<file path="config.mk">
export PLATFORM = sky130hd
export DESIGN_NAME = alu_ctrl_m
export DESIGN_NICKNAME = d
export VERILOG_FILES = /design/src/rtl/alu_pkg.sv /design/src/rtl/muldiv_iter.sv /design/src/rtl/alu_ctrl_m.sv
export SDC_FILE = /design/constraint.sdc
export NUM_CORES = 1
export LEC_CHECK = 0
export BUFFER_PORTS_ARGS = -buffer_cell sky130_fd_sc_hd__buf_2
export CAP_MARGIN = 0
export CORE_UTILIZATION = 51
export DETAILED_ROUTE_END_ITERATION = 10
export PLACE_DENSITY = 0.69
export SETUP_SLACK_MARGIN = 0.4
export SYNTH_ARGS = -nofsm -noshare
export SYNTH_HDL_FRONTEND = slang
export SYNTH_HIERARCHICAL = 1
export SYNTH_SLANG_ARGS = --single-unit
export TNS_END_PERCENT = 20
</file>
<file path="constraint.sdc">
create_clock -name clk -period 11.5 [get_ports clk]
set_clock_uncertainty 0.05 [all_clocks]
set_input_delay 1.725 -clock clk [delete_from_list [all_inputs] [get_ports clk]]
set_output_delay 1.725 -clock clk [all_outputs]
set_load 0.05 [all_outputs]
</file>
<file path="src/rtl/alu_pkg.sv">
// Shared encodings for the EX-stage ALU controller: ALU op codes, decode fields and
// multiply/divide FSM states.
package alu_pkg;

  localparam logic [3:0] OpAdd  = 4'd0;
  localparam logic [3:0] OpSub  = 4'd1;
  localparam logic [3:0] OpXor  = 4'd2;
  localparam logic [3:0] OpOr   = 4'd3;
  localparam logic [3:0] OpAnd  = 4'd4;
  localparam logic [3:0] OpSll  = 4'd5;
  localparam logic [3:0] OpSrl  = 4'd6;
  localparam logic [3:0] OpSra  = 4'd7;
  localparam logic [3:0] OpSlt  = 4'd8;
  localparam logic [3:0] OpSltu = 4'd9;

  localparam logic [1:0] UlaAdd   = 2'b00;
  localparam logic [1:0] UlaSub   = 2'b01;
  localparam logic [1:0] UlaRtype = 2'b10;
  localparam logic [1:0] UlaRsvd  = 2'b11;

  localparam logic [6:0] F7Base   = 7'b0000000;
  localparam logic [6:0] F7Alt    = 7'b0100000;
  localparam logic [6:0] F7MulDiv = 7'b0000001;

  localparam logic [2:0] F3Mul    = 3'd0;
  localparam logic [2:0] F3Mulh   = 3'd1;
  localparam logic [2:0] F3Mulhsu = 3'd2;
  localparam logic [2:0] F3Mulhu  = 3'd3;
  localparam logic [2:0] F3Div    = 3'd4;
  localparam logic [2:0] F3Divu   = 3'd5;
  localparam logic [2:0] F3Rem    = 3'd6;
  localparam logic [2:0] F3Remu   = 3'd7;

  typedef enum logic [1:0] {StIdle, StMul, StDiv, StDone} m_state_e;

endpackage

</file>
<file path="src/rtl/muldiv_iter.sv">
// Unsigned iterative multiply (radix-2 shift-add) / restoring divide, one bit per cycle.
// acc holds {high, low} for multiply and {remainder, quotient} for divide.
module muldiv_iter
  import alu_pkg::*;
#(
  parameter int unsigned XLEN  = 32,
  parameter int unsigned CNT_W = $clog2(XLEN) + 1
) (
  input  logic                clk,
  input  logic                rst,
  input  logic                start,
  input  logic                is_div,
  input  logic                abort,
  input  logic [XLEN-1:0]     opnd_a,
  input  logic [XLEN-1:0]     opnd_b,
  output logic                last,
  output logic [2*XLEN-1:0]   acc_next
);

  logic [CNT_W-1:0]  cnt_q;
  logic [2*XLEN-1:0] acc_q;
  logic [XLEN-1:0]   b_q;
  logic              div_q;

  logic [XLEN:0]     sum;
  logic [XLEN:0]     shl;
  logic [XLEN-1:0]   diff;
  logic              ge;

  always_comb begin
    sum      = {1'b0, acc_q[2*XLEN-1:XLEN]} + (acc_q[0] ? {1'b0, b_q} : '0);
    shl      = acc_q[2*XLEN-1:XLEN-1];
    ge       = shl >= {1'b0, b_q};
    // Partial remainder stays below the divisor, so the low XLEN bits of the difference suffice.
    diff     = shl[XLEN-1:0] - b_q;
    if (div_q) begin
      acc_next = ge ? {diff, acc_q[XLEN-2:0], 1'b1} : {shl[XLEN-1:0], acc_q[XLEN-2:0], 1'b0};
    end else begin
      acc_next = {sum, acc_q[XLEN-1:1]};
    end
  end

  assign last = (cnt_q == CNT_W'(1));

  always_ff @(posedge clk) begin
    if (rst) begin
      cnt_q <= '0;
      acc_q <= '0;
      b_q   <= '0;
      div_q <= 1'b0;
    end else if (start) begin
      cnt_q <= CNT_W'(XLEN);
      acc_q <= {{XLEN{1'b0}}, opnd_a};
      b_q   <= opnd_b;
      div_q <= is_div;
    end else if (abort) begin
      cnt_q <= '0;
    end else if (cnt_q != '0) begin
      acc_q <= acc_next;
      cnt_q <= cnt_q - CNT_W'(1);
    end
  end

endmodule

</file>
<file path="src/rtl/alu_ctrl_m.sv">
// EX-stage ALU controller: base/R-type decode plus an RV32M multiply/divide sequencer that
// stalls the pipeline while the iterative engine runs.
module alu_ctrl_m
  import alu_pkg::*;
#(
  parameter int unsigned XLEN  = 32,
  parameter int unsigned CNT_W = $clog2(XLEN) + 1
) (
  input  logic            clk,
  input  logic            rst,
  input  logic            valid,
  input  logic            flush,
  input  logic [1:0]      ula_op,
  input  logic [6:0]      funct7,
  input  logic [2:0]      funct3,
  input  logic [XLEN-1:0] op_a,
  input  logic [XLEN-1:0] op_b,
  output logic [3:0]      operation,
  output logic            m_op,
  output logic            err,
  output logic            stall,
  output logic            m_done,
  output logic [XLEN-1:0] m_result
);

  localparam logic [XLEN-1:0] MinInt = {1'b1, {(XLEN-1){1'b0}}};

  m_state_e          state_q;
  logic [2:0]        f3_q;
  logic              res_neg_q;
  logic [XLEN-1:0]   m_result_q;
  logic              m_done_q;

  logic              a_neg, b_neg, res_neg;
  logic [XLEN-1:0]   a_mag, b_mag;
  logic              div_zero, div_ovf, special;
  logic [XLEN-1:0]   special_res;
  logic              accept, start, last;
  logic [2*XLEN-1:0] acc_next, prod;
  logic [XLEN-1:0]   div_raw, final_res;

  always_comb begin
    operation = OpAdd;
    m_op      = 1'b0;
    err       = 1'b0;
    unique case (ula_op)
      UlaAdd:  operation = OpAdd;
      UlaSub:  operation = OpSub;
      UlaRsvd: operation = OpAdd;
      UlaRtype: begin
        if (funct7 == F7MulDiv) begin
          m_op = 1'b1;
        end else if (funct7 == F7Base) begin
          unique case (funct3)
            3'b000: operation = OpAdd;
            3'b001: operation = OpSll;
            3'b010: operation = OpSlt;
            3'b011: operation = OpSltu;
            3'b100: operation = OpXor;
            3'b101: operation = OpSrl;
            3'b110: operation = OpOr;
            3'b111: operation = OpAnd;
          endcase
        end else if (funct7 == F7Alt && funct3 == 3'b000) begin
          operation = OpSub;
        end else if (funct7 == F7Alt && funct3 == 3'b101) begin
          operation = OpSra;
        end else begin
          err = 1'b1;
        end
      end
    endcase
  end

  // The engine works on magnitudes; the sign is restored when the result is captured.
  always_comb begin
    a_neg = (funct3 inside {F3Mulh, F3Mulhsu, F3Div, F3Rem}) & op_a[XLEN-1];
    b_neg = (funct3 inside {F3Mulh, F3Div, F3Rem}) & op_b[XLEN-1];
    a_mag = a_neg ? -op_a : op_a;
    b_mag = b_neg ? -op_b : op_b;
    case (funct3)
      F3Rem:   res_neg = a_neg;
      F3Mul:   res_neg = 1'b0;
      default: res_neg = a_neg ^ b_neg;
    endcase
    div_zero    = (op_b == '0);
    div_ovf     = (funct3 == F3Div || funct3 == F3Rem) && op_a == MinInt && op_b == '1;
    special     = funct3[2] & (div_zero | div_ovf);
    if (funct3[1]) special_res = div_zero ? op_a : '0;
    else           special_res = div_zero ? '1 : op_a;
  end

  always_comb begin
    prod    = res_neg_q ? -acc_next : acc_next;
    div_raw = f3_q[1] ? acc_next[2*XLEN-1:XLEN] : acc_next[XLEN-1:0];
    if (f3_q[2])            final_res = res_neg_q ? -div_raw : div_raw;
    else if (f3_q == F3Mul) final_res = prod[XLEN-1:0];
    else                    final_res = prod[2*XLEN-1:XLEN];
  end

  assign accept = valid & m_op & ~err & ~flush & (state_q == StIdle);
  assign start  = accept & ~special;
  assign stall  = valid & m_op & ~err & (state_q != StDone) & ~flush;
  assign m_done   = m_done_q & ~flush;
  assign m_result = m_result_q;

  muldiv_iter #(
    .XLEN  (XLEN),
    .CNT_W (CNT_W)
  ) u_iter (
    .clk      (clk),
    .rst      (rst),
    .start    (start),
    .is_div   (funct3[2]),
    .abort    (flush),
    .opnd_a   (a_mag),
    .opnd_b   (b_mag),
    .last     (last),
    .acc_next (acc_next)
  );

  always_ff @(posedge clk) begin
    if (rst) begin
      state_q    <= StIdle;
      f3_q       <= '0;
      res_neg_q  <= 1'b0;
      m_result_q <= '0;
      m_done_q   <= 1'b0;
    end else begin
      m_done_q <= 1'b0;
      unique case (state_q)
        StIdle: begin
          if (accept) begin
            f3_q      <= funct3;
            res_neg_q <= res_neg;
            if (special) begin
              m_result_q <= special_res;
              m_done_q   <= 1'b1;
              state_q    <= StDone;
            end else begin
              state_q <= funct3[2] ? StDiv : StMul;
            end
          end
        end
        StMul, StDiv: begin
          if (flush) begin
            state_q <= StIdle;
          end else if (last) begin
            m_result_q <= final_res;
            m_done_q   <= 1'b1;
            state_q    <= StDone;
          end
        end
        StDone: state_q <= StIdle;
      endcase
    end
  end

endmodule

</file>
; ---- Word level (Yosys, flattened, before mapping)
; Memories as Yosys holds them, arrays and structs flattened.
; Cells that the tools add are included.
[totals]
register_bits = 142
romBits = 32
output_inout_bits = 40
word_cells = 133
mem_count = 1
[classes]
n_addsub = 7
n_lt_le_gt_ge = 1
n_eq_ne = 23
mux = 48
bitwise_logic = 16
n_reduce_logical = 26
[mem_list]
columns = memory, words, word_bits, rd, rd_ports_with_merged_regs, wr, line
row1 = (no name shown), 8, 4, 1, 0, 0, alu_ctrl_m.sv:54  ; unique case (funct3)
[ops]
columns = cell, count
row1 = $mux 32, 17
row2 = $mux 64, 3
row3 = $neg 32->32, 3
row4 = $eq 32x32->1 const B, 2
row5 = $neg 64->64, 1
row6 = $pmux 32 s2, 1
row7 = $add 32x32->33, 1
row8 = $ge 33x32->1, 1
row9 = $logic_not 32->1, 1
row10 = $sub 32x32->32, 1
row11 = $mux 6, 3
row12 = $pmux 4 s3, 1
row13 = $and 1x1->1, 11
row14 = $mux 1, 11
row15 = $mux 2, 5
row16 = $ne 2x2->1 const B, 5
row17 = $eq 3x3->1 const B, 3
row18 = $eq 2x2->1 const B, 4
row19 = $mux 4, 2
row20 = $reduce_and 2->1, 4
row21 = $eq 7x1->1 const B, 1
row22 = $eq 7x6->1 const B, 1
row23 = $logic_not 7->1, 1
row24 = $eq 6x1->1 const B, 1
row25 = 23 further kinds, 37

; ---- Logic depth before layout (Yosys ltp)
; Gate-level depths: netlist (run 1).
[logic_depth]
word_depth = 14
mapped_depth = 24

; ---- By module
; The synthesis (run 1) kept the hierarchy.
[modules_own_cells]
columns = mod, n_inst, cells_per_inst, area_per_inst_um2
row1 = muldiv_iter, 1, 1169, 9085.0
row2 = alu_ctrl_m, 1, 1137, 7953.9

; ---- Worst setup path before layout (run 1)
; No wires, ideal clock.
[synth_path]
path_kind = input to output
start = input port funct7[3]
end = output port stall
t_arrival_ns = 4.473
t_required_ns = 9.725
path_slack_ns = 5.252
stages = 5
cell_sequence = or4_1 > nor4_2 > and3b_1 > clkbuf_1 > nor2b_1
[synth_rtl]
columns = item, line
row1 = from (decl), alu_ctrl_m.sv:14  ; input logic [6:0] funct7,
row2 = $eq 7x1->1, alu_ctrl_m.sv:51  ; if (funct7 == F7MulDiv) begin
row3 = $mux 1, alu_ctrl_m.sv:51
row4 = $mux 1, alu_ctrl_m.sv:46  ; unique case (ula_op)
row5 = net m_op, alu_ctrl_m.sv:19  ; output logic m_op,
row6 = $and 1x1->1 (4 in a row), alu_ctrl_m.sv:103  ; assign stall = valid & m_op & ~err & (state_q != StDone) & ~flush;
row7 = to (decl), alu_ctrl_m.sv:21  ; output logic stall,
; The timed path passes the listed nets, and every way through them passes these cells.

; ---- Worst setup path after layout (run 1)
[layout_path]
start = register u_iter.b_q[25]
end = register m_result_q[23] (netlist: m_result[23])
[layout_between]
elab_chain_cells = 10
[layout_rtl]
columns = item, line
row1 = from (decl), muldiv_iter.sv:22  ; logic [XLEN-1:0] b_q;
row2 = from (signal assigned), muldiv_iter.sv:54  ; b_q <= opnd_b;
row3 = $ge 33x32->1 *, muldiv_iter.sv:33  ; ge = shl >= {1'b0, b_q};
row4 = $mux 64 *, muldiv_iter.sv:37  ; acc_next = ge ? {diff, acc_q[XLEN-2:0], 1'b1} : {shl[XLEN-1:0], acc_q[XLEN-2:0], 1'b0};
row5 = $mux 64 *, muldiv_iter.sv:36  ; if (div_q) begin
row6 = net acc_next[35], alu_ctrl_m.sv:39  ; logic [2*XLEN-1:0] acc_next, prod;
row7 = $neg 64->64 or $mux 32 (tied branches), "alu_ctrl_m.sv:94, alu_ctrl_m.sv:95"
row8 = $mux 64 or $neg 32->32 (tied branches), "alu_ctrl_m.sv:94, alu_ctrl_m.sv:96"
row9 = $mux 32 (on tied branches), "alu_ctrl_m.sv:97, alu_ctrl_m.sv:96"
row10 = $mux 32 *, alu_ctrl_m.sv:96  ; if (f3_q[2]) final_res = res_neg_q ? -div_raw : div_raw;
row11 = $mux 32 *, alu_ctrl_m.sv:148  ; end else if (last) begin
row12 = $mux 32 *, alu_ctrl_m.sv:146  ; if (flush) begin
row13 = $pmux 32 s2 *, alu_ctrl_m.sv:131  ; unique case (state_q)
row14 = to (signal assigned), alu_ctrl_m.sv:137  ; m_result_q <= special_res;
row15 = to (signal assigned), alu_ctrl_m.sv:149  ; m_result_q <= final_res;
row16 = to (decl), alu_ctrl_m.sv:31  ; logic [XLEN-1:0] m_result_q;
; Mark *: on every way through the listed nets, which the timed path passes. The rest lies on a longest branch. The select of a mux whose other input is x is not followed.
; A chain may end at the register's enable or synchronous reset.

==> results of run 1 <==
[cell usage after synthesis, types with 18 or more instances]
library cell | instances | area share (%)
nor2_1 | 247 | 5.4
nand2_1 | 199 | 4.4
a21oi_1 | 153 | 4.5
dfxtp_1 | 142 | 17
mux2i_1 | 122 | 7.2
clkbuf_1 | 113 | 2.5
o21ai_0 | 110 | 3.2
xnor2_1 | 103 | 5.3
inv_1 | 85 | 1.9
ha_1 | 75 | 5.5
xor2_1 | 70 | 3.6
nor3_1 | 65 | 1.9
o21a_1 | 44 | 1.9
and2_1 | 43 | 1.6
mux2_2 | 43 | 2.8
nand4_1 | 38 | 1.4
nand3_1 | 36 | 1.1
nand2b_1 | 34 | 1.2
nor4_1 | 33 | 1.2
a31oi_1 | 32 | 1.2
a211oi_1 | 30 | 1.3
maj3_1 | 29 | 1.7
or4_1 | 25 | 1.1
a21o_1 | 24 | 1.1
o31ai_1 | 24 | 1.1
buf_2 | 23 | 0.68
nor2b_1 | 22 | 0.81
o211ai_1 | 21 | 0.93
or3_1 | 19 | 0.70
o22ai_1 | 18 | 0.66
o41ai_1 | 18 | 0.93
[metal layers]
metal  routed length, um  GRT usage (%)  vias up
met4                2610           16.0        2
met1               31500           59.0     9038
li1                    -              -     8505
met3                8030           10.7      182
met5                  13              0        -
met2               28900           58.5     1095
[registers in the layout (all words and copies together) (netlist names)]
signal,flops
res_neg_q,1
u_iter/b_q,32
m_result,32
u_iter/cnt_q,6
m_done_q,1
f3_q,3
u_iter/div_q,1
state_q,2
u_iter/acc_q,64
[power breakdown]
part	total [mW]	internal [mW]	switching (mW)
combinational	3.36	1.14	2.22
sequential	0.638	0.563	0.0752
clock	0.581	0.333	0.248
total	4.58	2.04	2.54
[metrics by stage]
stage          area, um2  hold WS [ns]
6_report           18500         0.436
5_1_grt            18500         0.458
4_1_cts            18500         0.432
3_5_place_dp       17900         0.424
3_3_place_gp       17900         0.408
2_1_floorplan      17000         0.399
[worst min-delay path by stage]
stage / endpoint / from / slack [ns] / cells after the start
after floorplan: state_q[0] / state_q[0] / 0.40 / 2
after global placement: m_result[14] / m_result[14] / 0.41 / 2
after detailed placement: state_q[0] / state_q[0] / 0.42 / 2
after CTS: state_q[0] / state_q[0] / 0.43 / 2
after global routing: m_result[31] / m_result[31] / 0.46 / 2
final: state_q[0] / state_q[0] / 0.44 / 2
[layout make-up]
class / count / area [um2]
multi-input cells: 1920 / 13200
clock inverters: 10 / 115
fillers: 3244 / 14200
clock buffers: 20 / 467
repair buffers: 166 / 951
inverters: 85 / 319
diodes: 2 / 5.00
well taps: 442 / 553
flip-flops and latches: 142 / 2850
[logic make-up (layout without fill, tap and decap cells)]
family	Yosys count	after routing	synth area share (%)
adder cells (fa/ha/maj)	106	106	7.45
AND/OR/NAND/NOR	851	851	25.8
buffers and inverters	244	281	6.11
other	0	2	0
AO/OA/AOI/OAI	625	625	25.1
XOR/XNOR	173	173	8.89
multiplexers	165	165	10.0
flip-flops	142	142	16.7
[tightest hold or removal path: cells and delay by family (launching register included)]
kind	cells	cell delay (ns)
simple gates	1	0.06
flops	1	0.33
compound gates	1	0.05
==> results_dict.tcl, run 1 <==
set metrics [dict create \
    cp-end-kind "flip-flop" \
    drt_first_pass_iters 5 \
    worst_slew_pin_slew_ns 1.27 \
    crit_family "simple AND/OR/NAND/NOR gates" \
    layout_common_cells "nor2_1, nand2_1, a21oi_1" \
    ys_types 102 \
    critPathCapture "m_result[23]" \
    crit_path_top_delay_cell "o41ai_1" \
    max_freq_mhz 142 \
    rows 66 \
    status "complete, no violations" \
    cap_violations 0 \
    drt-wirelength-per-cell_um 25.5 \
    cp.depth 19 \
    r2r_cells 19 \
    drt-initial-drc-count 2406 \
    drive_above_1_share_pct 13.7 \
    timing.rr.end "m_result[23]" \
    place_ws_ns 4.81 \
    core_region_area_um2 32700 \
    worstReg2RegStart "u_iter/b_q[25]" \
    num_vias 18800 \
    cp_num_buf_inv 3 \
    pin_count 120 \
    cts_tree "done" \
    antenna_found_initial 3 \
    maxSlewHeadroom_pct 14.3 \
    hpwlAfterDp_um 53800 \
    grt-ovfl-total 0 \
    grt_max_degree 74 \
    final.setup.tns_ns 0 \
    cts_made_buffers 17 \
    clk_pin_slew_worst_paths_ns 0.07 \
    cts_resized 0 \
    worstSkewPairLatency_ns 0.46 \
    worstHoldPathType "reg -> reg" \
    final_common_cell "nor2_1" \
    start_kind "flip-flop" \
    htree_num_levels 4 \
    synthFlopType "dfxtp_1" \
    drc 0 \
    initial_utilization_pct 52.1 \
    setup_slack_ns 4.47 \
    cp_common_cell "nand4_1" \
    synth_edf_count 0 \
    die_area_um2 34100 \
    grt_pass1_wl_um 106000 \
    finalWorstPathRequiredPeriod_ns 7.03 \
    hold_violations 0 \
    synth_cells 2306 \
    async_reset_ff_share_pct 0 \
    gp_congestion 1.05 \
    worstPathArrival_ns 7.34 \
    numPortBuffers 119 \
    die_h_um 185 \
    layout.cells.non_filler 2787 \
    ir_worst_vdd_mv 0.243 \
    rsz0062_at_grt "false" \
    ys_seq_area_share_pct 16.7 \
    path_cells "inv_1 > ha_1 > nand4_1 > nor3_1 > nand4_1 > o211ai_1 > a211oi_1 > nor2_2 > buf_4 > mux2_2 > a21oi_1 > inv_1 > nor4_4 > nand4_1 > or3_1 > o41ai_1 > xnor2_1 > nor2_1 > o41ai_2" \
    critPathMaxStageDelay_ns 0.89 \
    slew_viol_final 0 \
    grt_pass1_vias 17000 \
    crit_fanout 19 \
    powerDensity_nw_per_um2 248 \
    crit_required_ns 11.81 \
    utilization_pct 56.5 \
    die_x_um 185 \
    synth_fp_nets 2463 \
    via_per_inst 6.75 \
    clockBufferDepth 2 \
    syn_avg_cell_area_um2 7.39 \
    cts-root-buf "clkbuf_16" \
    power_mw 4.58 \
    area_delta_synth_final_pct 8.35 \
    postCtsHoldBufs 0 \
    finalCritPeriodShare_pct 61.1 \
    dp.cells 2755 \
    power.leakage_nw 7.24 \
    drt_wl_total_um 71000 \
    syn_area_um2 17000 \
    clock-sinks 142 \
    regToRegSetupSlack_ns 4.47 \
    ant_nets 0 \
    cp-startpoint "u_iter/b_q[25]" \
    postCtsSetupRepairBufs 0 \
    grt_util_all_layers_pct 41.4 \
    yosysWarnings 6 \
    setup-violations-final 0 \
    criticalPathCategory "reg -> reg" \
    nets 2489 \
    ys_ff_latch 142 \
]
(Power assumes the default switching activity.)
==> run 2: changes to the inputs <==
--- a/config.mk
+++ b/config.mk
@@ -9,7 +9,7 @@
 export CAP_MARGIN = 0
 export CORE_UTILIZATION = 51
 export DETAILED_ROUTE_END_ITERATION = 10
-export PLACE_DENSITY = 0.69
+export PLACE_DENSITY = 0.72
 export SETUP_SLACK_MARGIN = 0.4
 export SYNTH_ARGS = -nofsm -noshare
 export SYNTH_HDL_FRONTEND = slang
==> constraint.sdc (replaced) <==
create_clock -name clk -period 6.2 [get_ports clk]
set_clock_uncertainty 0.05 [all_clocks]
set_input_delay 0.93 -clock clk [delete_from_list [all_inputs] [get_ports clk]]
set_output_delay 0.93 -clock clk [all_outputs]
set_load 0.05 [all_outputs]
==> run 2 against run 1 <==
  * Utilization rose by 1.5 points
  * Sequential power is 87% higher
  * Die area stayed put
  * Power rose by 96%
  * Final area rose by 2.6%
  * Worst setup slack got worse by 3.9 ns
  * First-iteration DRC count grew 12%
  * Global-route usage grew 0.43 points
  * Fmax rose by 24%
  * Critical path type unchanged
  * Wire length increased by 0.95%
  * Non-clock buffer count increased by 43
  * Critical path depth unchanged
==> results_dict.tcl, run 2 (synthesized netlist as in run 1, its figures left out) <==
set metrics [dict create \
    cts_tree "done" \
    finalWorstPathRequiredPeriod_ns 5.65 \
    antenna_found_initial 2 \
    drive_above_1_share_pct 15.6 \
    grt_pass1_vias 17500 \
    ant_nets 0 \
    worstSkewPairLatency_ns 0.46 \
    grt_max_degree 79 \
    final.setup.tns_ns 0 \
    maxSlewHeadroom_pct 18.5 \
    setup-violations-final 0 \
    drt_first_pass_iters 6 \
    ir_worst_vdd_mv 0.351 \
    power_frac_seq_pct 13.2 \
    worstPathArrival_ns 5.90 \
    min_path_cells 2 \
    clk_pin_slew_worst_paths_ns 0.06 \
    final_common_cell "nor2_1" \
    postCtsHoldBufs 0 \
    top_register "u_iter/acc_q" \
    r2r_cells 19 \
    gp_congestion 1.07 \
    grt_pass1_wl_um 107000 \
    numPortBuffers 119 \
    max_freq_mhz 177 \
    drt-wirelength-per-cell_um 25.3 \
    p_int_mw 4.13 \
    grt_util_all_layers_pct 41.8 \
    cts-root-buf "clkbuf_16" \
    largest_reg_flops 64 \
    cp-end-kind "flip-flop" \
    clockBufferDepth 2 \
    switchingPower_mw 4.85 \
    hpwlAfterDp_um 54400 \
    drt_wl_total_um 71700 \
    core_region_area_um2 32700 \
    start_kind "flip-flop" \
    die_x_um 185 \
    clock-sinks 142 \
    pin_count 120 \
    die_area_um2 34100 \
    combPwrFrac_pct 73.7 \
    htree_num_levels 4 \
    status "complete, no violations" \
    hold_violations 0 \
    powerDensity_nw_per_um2 475 \
    crit_fanout 10 \
    cap_violations 0 \
    worstHoldPathType "reg -> reg" \
    die_h_um 185 \
    finalCritPeriodShare_pct 91.1 \
    criticalPathCategory "reg -> reg" \
    worst_slew_pin_slew_ns 1.22 \
    power.leakage_nw 7.52 \
    power_mw 8.99 \
    sw_frac_of_total_pct 54.0 \
    num_vias 19100 \
    nets 2532 \
    drc 0 \
    rows 66 \
    diodes 0 \
    crit_required_ns 6.45 \
    slew_viol_final 0 \
    rsz0062_at_grt "true" \
    layout_common_cells "nor2_1, nand2_1, a21oi_1" \
    via_per_inst 6.76 \
    cts_made_buffers 17 \
    initial_utilization_pct 52.1 \
    p_clk_share_pct 13.1 \
    grt-ovfl-total 0 \
    drt-initial-drc-count 2683 \
    area_delta_synth_final_pct 11.2 \
]
-- run 2: cell count changes in the layout (fill, tap and decap cells not counted), moves of 3 or more --
cell / before / now
buf_4: 48 / 89
nor3_1: 63 / 59
bufinv_16: 2 / 5
clkbuf_1: 0 / 3
nor3_2: 4 / 7
-- run 2: final timing paths --
check / to / from / slack, ns
setup / recovery: m_result[15] / u_iter/b_q[4] / 0.55
hold / removal: state_q[0] / state_q[0] / 0.43
setup reg to reg: m_result[15] / u_iter/b_q[4] / 0.55
hold reg to reg: state_q[0] / state_q[0] / 0.43
-- run 2: critical path, cell delays in order (launching register included) --
cell and delay (ns):
dfxtp_1 0.35, inv_1 0.06, ha_1 0.36, a21o_1 0.22, a31oi_1 0.35, a2111o_1 0.23
nand4_1 0.27, a211oi_4 0.49, nor2_4 0.12, mux2_2 0.30, a21oi_1 0.23, inv_1 0.23
nor4_4 0.40, nand4_1 0.19, or3_1 0.59, o21ai_0 0.24, buf_4 0.15, xor2_1 0.40
a211o_1 0.20, a311oi_1 0.08
-- run 2: what timing repair did --
action | 4_1_cts | 5_1_grt
endpoints found under the setup margin | 16 | 22
pin swaps | 0 | 3
gates resized for setup | 4 | 17
buffers inserted | 0 | 4
-- run 2: metrics by stage --
stage               cells  area [um2]  setup WS (ns)  hold WS (ns)  utilization [%]
finish               2829       18900          0.553         0.428             57.9
global route         2829       18900          0.346         0.458             57.9
CTS                  2825       18800          0.460         0.426             57.6
detailed placement   2794       18200          0.164         0.419             55.5
global placement     2794       18200          0.261         0.405             55.5
floorplan            2306       17000           1.12         0.399                -
-- run 2: layout make-up --
type / count / area [um2]
fillers: 3160 / 13800
multi-input cells: 1920 / 13300
flip-flops and latches: 142 / 2850
repair buffers: 209 / 1290
well taps: 442 / 553
clock buffers: 21 / 450
inverters: 85 / 319
clock inverters: 10 / 189
-- run 2: power by group through the flow --
| stage | Combinational [mW] | Clock, mW | Sequential [mW] |
|---|---|---|---|
| floorplan | 4.17 | 0 | 1.28 |
| global placement | 6.16 | 0 | 1.20 |
| detailed placement | 6.15 | 0 | 1.21 |
| CTS | 6.22 | 1.18 | 1.19 |
| global route | 6.97 | 1.21 | 1.20 |
| finish | 6.62 | 1.18 | 1.19 |
-- run 2: metal layers --
metal	wire (um)	up-vias	track usage (%)
met4	2990	0	17.3
met3	9860	199	13.0
met2	28800	1244	58.8
li1	-	8577	-
met1	30000	9108	58.1
met5	0	-	0
